===== config.mk =====
export PLATFORM = sky130hd
export DESIGN_NAME = mem_stage
export DESIGN_NICKNAME = d
export VERILOG_FILES = /design/src/rtl/mips_defs.sv /design/src/rtl/data_ext.sv /design/src/rtl/mem_stage.sv
export SDC_FILE = /design/constraint.sdc
export NUM_CORES = 1
export LEC_CHECK = 0
export ABC_AREA = 0
export BUFFER_PORTS_ARGS = -buffer_cell sky130_fd_sc_hd__buf_2
export CORE_MARGIN = 2
export CORE_UTILIZATION = 28
export CTS_BUF_LIST = sky130_fd_sc_hd__clkbuf_4 sky130_fd_sc_hd__clkbuf_8 sky130_fd_sc_hd__clkbuf_16
export DETAILED_ROUTE_END_ITERATION = 10
export SLEW_MARGIN = 25
export SYNTH_ARGS = -nofsm -noshare
export SYNTH_HDL_FRONTEND = slang
export SYNTH_SLANG_ARGS = --single-unit

===== constraint.sdc =====
create_clock -name clk -period 5.7 [get_ports clk]
set_input_delay 0.57 -clock clk [delete_from_list [all_inputs] [get_ports clk]]
set_output_delay 0.57 -clock clk [all_outputs]
set_load 0.02 [all_outputs]

===== src/rtl/mips_defs.sv =====
// Shared definitions for the MIPS pipeline memory stage: load/store opcodes,
// exception codes, the data-memory/timer address map and small decode helpers.
package mips_defs;

    // Load/store primary opcodes (instr[31:26])
    localparam logic [5:0] OP_LB  = 6'h20;
    localparam logic [5:0] OP_LH  = 6'h21;
    localparam logic [5:0] OP_LW  = 6'h23;
    localparam logic [5:0] OP_LBU = 6'h24;
    localparam logic [5:0] OP_LHU = 6'h25;
    localparam logic [5:0] OP_SB  = 6'h28;
    localparam logic [5:0] OP_SH  = 6'h29;
    localparam logic [5:0] OP_SW  = 6'h2B;

    // Exception codes
    localparam logic [4:0] EXC_INT  = 5'd0;
    localparam logic [4:0] EXC_ADEL = 5'd4;
    localparam logic [4:0] EXC_ADES = 5'd5;
    localparam logic [4:0] EXC_RI   = 5'd10;
    localparam logic [4:0] EXC_OV   = 5'd12;

    // Address map: DM starts at 0, two 12-byte timer register windows
    localparam logic [31:0] DM_TOP       = 32'h0000_2FFF;
    localparam logic [31:0] TC0_BASE     = 32'h0000_7F00;
    localparam logic [31:0] TC1_BASE     = 32'h0000_7F10;
    localparam logic [31:0] TC_COUNT_OFS = 32'h0000_0008;
    localparam logic [31:0] TC_WIN_SIZE  = 32'h0000_000C;

    typedef enum logic [2:0] {
        LT_NONE = 3'd0,
        LT_W    = 3'd1,
        LT_H    = 3'd2,
        LT_HU   = 3'd3,
        LT_B    = 3'd4,
        LT_BU   = 3'd5
    } load_type_e;

    typedef enum logic [1:0] {
        ST_NONE = 2'd0,
        ST_W    = 2'd1,
        ST_H    = 2'd2,
        ST_B    = 2'd3
    } store_type_e;

    function automatic load_type_e decode_load(input logic [5:0] op);
        load_type_e lt;
        case (op)
            OP_LW:   lt = LT_W;
            OP_LH:   lt = LT_H;
            OP_LHU:  lt = LT_HU;
            OP_LB:   lt = LT_B;
            OP_LBU:  lt = LT_BU;
            default: lt = LT_NONE;
        endcase
        return lt;
    endfunction

    function automatic store_type_e decode_store(input logic [5:0] op);
        store_type_e st;
        case (op)
            OP_SW:   st = ST_W;
            OP_SH:   st = ST_H;
            OP_SB:   st = ST_B;
            default: st = ST_NONE;
        endcase
        return st;
    endfunction

    // True when addr falls inside the 12-byte register window starting at base
    function automatic logic in_window(input logic [31:0] addr, input logic [31:0] base);
        return (addr >= base) && ((addr - base) < TC_WIN_SIZE);
    endfunction

endpackage


===== src/rtl/data_ext.sv =====
// Load aligner/extender: picks the addressed byte/half out of the bus word
// and sign- or zero-extends it according to the load type.
module data_ext
    import mips_defs::*;
(
    input  logic [1:0]  addr_lo,
    input  logic [2:0]  load_type,
    input  logic [31:0] rdata,
    output logic [31:0] load_data
);

    logic [15:0] half_s;
    logic [7:0]  byte_s;

    // Select the addressed halfword and byte lane
    always_comb begin
        half_s = rdata[15:0];
        byte_s = rdata[7:0];
        if (addr_lo[1]) begin
            half_s = rdata[31:16];
        end else begin
            half_s = rdata[15:0];
        end
        case (addr_lo)
            2'b00:   byte_s = rdata[7:0];
            2'b01:   byte_s = rdata[15:8];
            2'b10:   byte_s = rdata[23:16];
            2'b11:   byte_s = rdata[31:24];
            default: byte_s = rdata[7:0];
        endcase
    end

    // Extend the selected data to 32 bits; non-loads return zero
    always_comb begin
        load_data = 32'h0000_0000;
        case (load_type_e'(load_type))
            LT_W:    load_data = rdata;
            LT_H:    load_data = {{16{half_s[15]}}, half_s};
            LT_HU:   load_data = {16'h0000, half_s};
            LT_B:    load_data = {{24{byte_s[7]}}, byte_s};
            LT_BU:   load_data = {24'h00_0000, byte_s};
            default: load_data = 32'h0000_0000;
        endcase
    end

endmodule


===== src/rtl/mem_stage.sv =====
// MIPS memory stage: E/M pipeline register, data bus drive (address, lane-
// replicated store data, byte enables), AdEL/AdES detection and load extension.
module mem_stage
    import mips_defs::*;
(
    input  logic        clk,
    input  logic        reset,
    input  logic        IntExcReq,
    input  logic [31:0] E_Instr,
    input  logic [31:0] E_PC,
    input  logic        E_BD,
    input  logic [31:0] E_EResult,
    input  logic [31:0] E_RData2,
    input  logic [4:0]  E_WriteA,
    input  logic [4:0]  E_ExcCode,
    input  logic [31:0] W_GRFWData,
    input  logic        Trans_DMWData_Sel,
    output logic [31:0] M_Instr,
    output logic [31:0] M_PC,
    output logic        M_BD,
    output logic [31:0] M_EResult,
    output logic [4:0]  M_WriteA,
    output logic [4:0]  ExcCode,
    output logic [31:0] DMAddr,
    output logic [31:0] DMWData,
    output logic [3:0]  DMByteEn,
    input  logic [31:0] DMRData,
    output logic [31:0] LoadData
);

    logic [31:0] instr_q, instr_d;
    logic [31:0] pc_q, pc_d;
    logic        bd_q, bd_d;
    logic [31:0] eresult_q, eresult_d;
    logic [31:0] rdata2_q, rdata2_d;
    logic [4:0]  writea_q, writea_d;
    logic [4:0]  exccode_q, exccode_d;

    load_type_e  lt_s;
    store_type_e st_s;
    logic        is_load_s;
    logic        is_store_s;
    logic        in_dm_s;
    logic        in_tc0_s;
    logic        in_tc1_s;
    logic        in_tc_s;
    logic [31:0] tc_ofs_s;
    logic        count_s;
    logic        misalign_s;
    logic        sub_word_s;
    logic        addr_err_s;
    logic [4:0]  exc_s;
    logic [31:0] st_data_s;
    logic [31:0] wdata_s;
    logic [3:0]  be_s;

    // Next E/M contents: a taken interrupt/exception turns the slot into a bubble
    always_comb begin
        instr_d   = E_Instr;
        pc_d      = E_PC;
        bd_d      = E_BD;
        eresult_d = E_EResult;
        rdata2_d  = E_RData2;
        writea_d  = E_WriteA;
        exccode_d = E_ExcCode;
        if (IntExcReq) begin
            instr_d   = 32'h0000_0000;
            pc_d      = 32'h0000_0000;
            bd_d      = 1'b0;
            eresult_d = 32'h0000_0000;
            rdata2_d  = 32'h0000_0000;
            writea_d  = 5'd0;
            exccode_d = 5'd0;
        end else begin
            instr_d   = E_Instr;
        end
    end

    // E/M pipeline register; M never stalls, it only takes bubbles
    always_ff @(posedge clk) begin
        if (reset) begin
            instr_q   <= 32'h0000_0000;
            pc_q      <= 32'h0000_0000;
            bd_q      <= 1'b0;
            eresult_q <= 32'h0000_0000;
            rdata2_q  <= 32'h0000_0000;
            writea_q  <= 5'd0;
            exccode_q <= 5'd0;
        end else begin
            instr_q   <= instr_d;
            pc_q      <= pc_d;
            bd_q      <= bd_d;
            eresult_q <= eresult_d;
            rdata2_q  <= rdata2_d;
            writea_q  <= writea_d;
            exccode_q <= exccode_d;
        end
    end

    // Classify the access and check alignment / address-map legality
    always_comb begin
        lt_s       = decode_load(instr_q[31:26]);
        st_s       = decode_store(instr_q[31:26]);
        is_load_s  = (lt_s != LT_NONE);
        is_store_s = (st_s != ST_NONE);
        in_dm_s    = (eresult_q <= DM_TOP);
        in_tc0_s   = in_window(eresult_q, TC0_BASE);
        in_tc1_s   = in_window(eresult_q, TC1_BASE);
        in_tc_s    = in_tc0_s | in_tc1_s;
        if (in_tc0_s) begin
            tc_ofs_s = eresult_q - TC0_BASE;
        end else begin
            tc_ofs_s = eresult_q - TC1_BASE;
        end
        // COUNT is read-only from the CPU side
        count_s    = in_tc_s && (tc_ofs_s[31:2] == TC_COUNT_OFS[31:2]);
        misalign_s = 1'b0;
        sub_word_s = 1'b0;
        case (lt_s)
            LT_W:        misalign_s = (eresult_q[1:0] != 2'b00);
            LT_H, LT_HU: begin
                misalign_s = eresult_q[0];
                sub_word_s = 1'b1;
            end
            LT_B, LT_BU: sub_word_s = 1'b1;
            default:     misalign_s = 1'b0;
        endcase
        case (st_s)
            ST_W:    misalign_s = (eresult_q[1:0] != 2'b00);
            ST_H:    begin
                misalign_s = eresult_q[0];
                sub_word_s = 1'b1;
            end
            ST_B:    sub_word_s = 1'b1;
            default: sub_word_s = sub_word_s;
        endcase
        // Timer registers are word-only; anything outside DM and timers is unmapped
        addr_err_s = misalign_s | (sub_word_s & in_tc_s) | (~in_dm_s & ~in_tc_s);
    end

    // Final exception code: upstream codes win, except address-add overflow on mem ops
    always_comb begin
        exc_s = exccode_q;
        if (exccode_q == EXC_OV) begin
            if (is_load_s) begin
                exc_s = EXC_ADEL;
            end else if (is_store_s) begin
                exc_s = EXC_ADES;
            end else begin
                exc_s = EXC_OV;
            end
        end else if (exccode_q != EXC_INT) begin
            exc_s = exccode_q;
        end else if (is_load_s && addr_err_s) begin
            exc_s = EXC_ADEL;
        end else if (is_store_s && (addr_err_s || count_s)) begin
            exc_s = EXC_ADES;
        end else begin
            exc_s = EXC_INT;
        end
    end

    // Store data source, lane replication and byte enables
    always_comb begin
        if (Trans_DMWData_Sel) begin
            st_data_s = W_GRFWData;
        end else begin
            st_data_s = rdata2_q;
        end
        wdata_s = st_data_s;
        be_s    = 4'b0000;
        case (st_s)
            ST_W: begin
                wdata_s = st_data_s;
                be_s    = 4'b1111;
            end
            ST_H: begin
                wdata_s = {2{st_data_s[15:0]}};
                be_s    = eresult_q[1] ? 4'b1100 : 4'b0011;
            end
            ST_B: begin
                wdata_s = {4{st_data_s[7:0]}};
                be_s    = 4'b0001 << eresult_q[1:0];
            end
            default: be_s = 4'b0000;
        endcase
        // A faulting store, or one caught by a same-cycle interrupt, must not commit
        if (!is_store_s || (exc_s != EXC_INT) || IntExcReq) begin
            be_s = 4'b0000;
        end else begin
            be_s = be_s;
        end
    end

    data_ext u_data_ext (
        .addr_lo   (eresult_q[1:0]),
        .load_type (lt_s),
        .rdata     (DMRData),
        .load_data (LoadData)
    );

    assign M_Instr   = instr_q;
    assign M_PC      = pc_q;
    assign M_BD      = bd_q;
    assign M_EResult = eresult_q;
    assign M_WriteA  = writea_q;
    assign ExcCode   = exc_s;
    assign DMAddr    = eresult_q;
    assign DMWData   = wdata_s;
    assign DMByteEn  = be_s;

endmodule


# == After elaboration in Yosys (flattened, before gate mapping) ==
# Index checks and enable logic that the tools add are counted.
# op_classes
addsub,2
magnitude_cmp,5
n_eq_ne,21
n_shift,1
n_mux,21
n_bitwise,7
n_reduce_logical,19
# ops
cell,n
$pmux W32 S5,1
$ge A32 B15 Y1 const B,2
$lt A32 B4 Y1 const B,2
$mux W32,2
$pmux W32 S2,1
$sub A32 B15 Y32 const B,2
$eq A6 B6 Y1 const B,8
$le A32 B14 Y1 const B,1
$pmux W8 S4,1
$eq A30 B2 Y1 const B,1
$mux W16,1
$mux W4,4
$pmux W3 S5,1
$pmux W4 S3,1
$mux W5,2
$reduce_bool A5 Y1,2
$eq A2 B2 Y1 const B,4
$eq A3 B2 Y1 const B,2
$eq A3 B3 Y1 const B,2
$mux W3,2
$pmux W2 S3,1
$reduce_or A2 Y1,3
$eq A5 B4 Y1 const B,1
$logic_and A1 B1 Y1,5
other kinds (14),24
# totals
register_bits,139
input_bits,207
word_cells,83

# == Logic depth before layout (Yosys ltp) ==
# depth
ltp_word,19
ltp_mapped,13
ltp_nobuf,11

# == Hierarchy ==
# From an unflattened synthesis, not the netlist that was laid out.
# hier_totals
cells_unflattened,754
area_unflattened_um2,6919.1
# modules_own_cells
mod,n_inst,cells_per_inst,area_per_inst_um2
mem_stage,1,665,6241.0
data_ext,1,89,678.2

# == Worst setup path before layout ==
# Ideal clock, no wire load.
# synth_timing
path_type,register -> output
startpoint,reg eresult_q[4] (netlist: DMAddr[4])
endpoint,out DMByteEn[0]
arrival_ns,3.232
setup_slack_ns,1.898
path_stages_with_launch,11
cell_sequence,dfxtp_1 -> inv_1 -> ha_1 -> nor3b_4 -> nor4b_1 -> or4_1 -> nand4_1 -> or4_4 -> o221a_4 -> o21a_4 -> a211oi_1
# synth_between
elab_chain_len,17
elab_cells_between_ends,30
# synth_lines
element,line_no,rtl
start: declaration,mem_stage.sv:34,"logic [31:0] eresult_q, eresult_d;"
start signal: assignment,mem_stage.sv:93,eresult_q <= eresult_d;
"parallel branches: the longest is 10 deep, another holds $sub A32 B15 Y32",--,
$mux W3 *,mem_stage.sv:154,end else if (is_load_s && addr_err_s) begin
$mux W5 *,mem_stage.sv:152,end else if (exccode_q != EXC_INT) begin
$mux W5 *,mem_stage.sv:144,if (exccode_q == EXC_OV) begin
$reduce_bool A5 Y1 *,mem_stage.sv:188,if (!is_store_s || (exc_s != EXC_INT) || IntExcReq) begin
$logic_or A1 B1 Y1 * (2 in a row),mem_stage.sv:188,
$mux W4 *,mem_stage.sv:188,
end: declaration,mem_stage.sv:26,"output logic [3:0] DMByteEn,"
# Every way passes the cells marked *.

# == Worst setup path after layout ==
# layout_timing
startpoint,reg instr_q[31] (netlist: M_Instr[31])
endpoint,out DMByteEn[3]
# layout_between
elab_chain_len,19
elab_cells_between_ends,45
# layout_lines
element,line_no,rtl
start: declaration,mem_stage.sv:31,"logic [31:0] instr_q, instr_d;"
start signal: assignment,mem_stage.sv:90,instr_q <= instr_d;
$eq A6 B6 Y1,mips_defs.sv:47,case (op)
$pmux W3 S5,mips_defs.sv:47,
$eq A3 B2 Y1 / $eq A3 B3 Y1 (equally long branches),mem_stage.sv:119,case (lt_s)
$reduce_or A4 Y1 (no line),--,
$mux W1,mem_stage.sv:119,
$mux W1,mem_stage.sv:128,case (st_s)
$and A1 B1 Y1,mem_stage.sv:138,addr_err_s = misalign_s | (sub_word_s & in_tc_s) | (~in_dm_s & ~in_tc_s);
$or A1 B1 Y1 (2 in a row),mem_stage.sv:138,
$logic_or A1 B1 Y1,mem_stage.sv:156,end else if (is_store_s && (addr_err_s || count_s)) begin
$logic_and A1 B1 Y1,mem_stage.sv:156,
$mux W3,mem_stage.sv:156,
$mux W3,mem_stage.sv:154,
$mux W5,mem_stage.sv:152,
$mux W5,mem_stage.sv:144,
$reduce_bool A5 Y1,mem_stage.sv:188,
$logic_or A1 B1 Y1 (2 in a row),mem_stage.sv:188,
$mux W4 *,mem_stage.sv:188,
# Every way passes the cells marked *; elsewhere a longest branch is shown, timed or not.

==> results.ini <==
[worst_setup_path]
arrival_ps = 4140
critPathCaptureType = primary output
path_buf_inv = 3
worstSetupPathType = flop to primary output
cp.required_ps = 5130
critPathMaxStageDelay_ps = 520
cp_cell_sequence = nor3b_1 > and2_1 > nor2b_1 > buf_4 > clkinv_1 > ha_1 > nor3b_1 > a311oi_1 > a21oi_1 > o221ai_1 > o21a_4 > a211oi_1 > buf_2
cp_slowest_cell = clkinv_1
cp_max_fo = 27
startpoint_type = flop
cp_top_family = compound AO/OA/AOI/OAI gates
crit_top_cell = nor3b_1
startpoint = M_Instr[31]

[cells_and_area]
synthToLayoutAreaGrowth_pct = 39.4
nets = 1331
final.fill_count = 2500
drive_gt1_share_pct = 43.0

[min_path]
min_from = E_Instr[17]
holdPathStages = 2
hold_class = primary input to flop
holdPathEnd = M_Instr[17]

[die]
start_util_pct = 28.3
chipHeight_um = 160
die-area_um2 = 25700
std_cell_rows = 57
ios = 414
die_x_um = 160
fp.coreArea_um2 = 24200

[detailed_routing]
post_drt_wl_per_cell_um = 17.8
vias = 6937
final_antenna_net_count = 0
drc = 0
avgViaCountPerCell = 4.77
drtPass1Iterations = 5
wl_um = 25800
drtIter0Drc = 474

[power]
max-vdd-ir-drop_v = 0.000183
p_per_area_nw_per_um2 = 279
leakage_nw = 4.69
report.power.total_w = 0.00266

[grt]
overflow = 0
grt.total_usage_pct = 19.2
grt_pass1_wl_um = 38600
grt_max_degree = 92
grt_pass1_vias = 6727
antenna_found_initial = 5

[logic_synthesis]
synth_top_area_share_pct = 40.6
synthAdderAreaFrac_pct = 1.46
synth-xor-area-share_pct = 0.767
ys_seq_area_share_pct = 40.6
synth_commonest_cells = 141 x and2_1, 139 x dfxtp_1, 42 x a21oi_1, 40 x nor2_1, 38 x clkbuf_1
synth_area_leaders = dfxtp_1 41%, and2_1 13%, buf_4 3.6%
synthDistinctLibCells = 75
synth_mux_area_share_pct = 5.53
async_flop_share_pct = 0
synth_top_family_by_area = simple AND/OR/NAND/NOR gates
yosysMostFrequentCell = and2_1
synth_compound_area_share_pct = 16.4
syn_area_per_cell_um2 = 8.99
synth_area_leader_cell = dfxtp_1
synth_nets = 977
synth-edff-count = 0
synth-seq-cells = 139
netlist_area_um2 = 6850
yosys_warnings = 0
syn_inst = 762
ys.flop_type = dfxtp_1
yosys.area_share.simple_pct = 27.8

[timing]
relSlewSlack_pct = 34.1
setup_tns_ps = 0
hold_viol_final = 0
hold_ws_ps = 339
fmax_mhz = 212
setup_violations = 0
worst_pin_slew_ps = 982
maxSlewViolCount = 0
layout_worst_path_cycle_share_pct = 82.6
fin_crit_ps = 4710
rsz0062_at_grt = false

[clock_tree]
cts-root-buf = clkbuf_16
ctsResizeCount = 0
cts_hold_buf = 0
clkSinkCount = 139
cts_buffer_depth = 2
post_cts_buffers = 0
cts_buffers = 17
cts_tree = done
path_clk_slew_ps = 70
cts_max_level = 4

[placement]
io_buffers = 413
gp_congestion = 0.924
place_hpwl_um = 20200

[flow_run]
cap_violations = 0

[status]
status = finished, final reports clean

## power by group
part / switching [W] / internal [W] / total [W]
Clock: 0.000497 / 0.000718 / 0.00121
Sequential: 0.0000362 / 0.00101 / 0.00105
Combinational: 0.000233 / 0.000170 / 0.000403
## cells by family (layout without fill, tap and decap cells)
group                    after synthesis  count (layout)
other                                  0               1
flip-flops                           139             139
adder cells (fa/ha/maj)                8               8
XOR/XNOR                               6               6
buffers and inverters                 97             464
AO/OA/AOI/OAI                        160             160
multiplexers                          35              35
AND/OR/NAND/NOR                      317             317
## layer usage
metal	track usage [%]	vias up	wire (um)
met5	0	-	37
met4	6.80	6	636
met3	6.22	43	2270
met2	32.0	357	12200
met1	23.4	3161	10600
li1	-	3370	-
## how the worst max path moves through the flow
stage,cells after the start,endpoint
after floorplan,10,DMByteEn[0]
final,13,DMByteEn[3]
after global placement,13,DMByteEn[1]
after global routing,13,DMByteEn[3]
after CTS,13,DMByteEn[1]
after detailed placement,13,DMByteEn[1]
## placed cells by master (no fill, tap or decap), types with 7 or more instances in the layout
| cell | synthesis | routed |
|---|---|---|
| inv_8 | 0 | 7 |
| nor2b_1 | 17 | 17 |
| mux2_2 | 13 | 13 |
| nand2_1 | 27 | 27 |
| nand3_1 | 26 | 26 |
| nor2_1 | 40 | 39 |
| a2111oi_0 | 8 | 7 |
| clkbuf_16 | 0 | 17 |
| a221o_1 | 13 | 13 |
| dfxtp_1 | 139 | 139 |
| mux2i_1 | 21 | 21 |
| and2_1 | 141 | 141 |
| nand4_1 | 8 | 8 |
| inv_1 | 12 | 12 |
| a211oi_1 | 20 | 20 |
| o31ai_1 | 8 | 8 |
| o21ai_0 | 25 | 25 |
| nor3_1 | 15 | 15 |
| buf_2 | 6 | 413 |
| a21oi_1 | 42 | 42 |
| ha_1 | 8 | 8 |
## final cells by class
type                    count  area (um^2)  share of cell area, %
multi-input cells         526         3570                   37.3
flip-flops and latches    139         2780                   29.1
repair buffers            419         2110                   22.1
clock buffers              18          433                   4.53
well taps                 324          405                   4.24
clock inverters            14          201                   2.11
inverters                  13         48.8                  0.511
diodes                      1         2.50                 0.0262
## sequential cells by signal, summed over array words and instances (netlist names)
| name | count |
|---|---|
| M_WriteA | 5 |
| DMAddr | 32 |
| exccode_q | 5 |
| M_PC | 32 |
| M_Instr | 32 |
| rdata2_q | 32 |
| M_BD | 1 |
## through the flow
stage	util [%]	area, um^2	setup WS [ps]	instances
final	39.5	9550	992	1454
after global routing	39.5	9550	595	1453
after CTS	39.5	9550	929	1453
after detailed placement	36.9	8910	1390	1421
after global placement	36.9	8910	1540	1421
after floorplan	-	6850	1900	762
No activity file was read; power rests on OpenSTA's default activity.
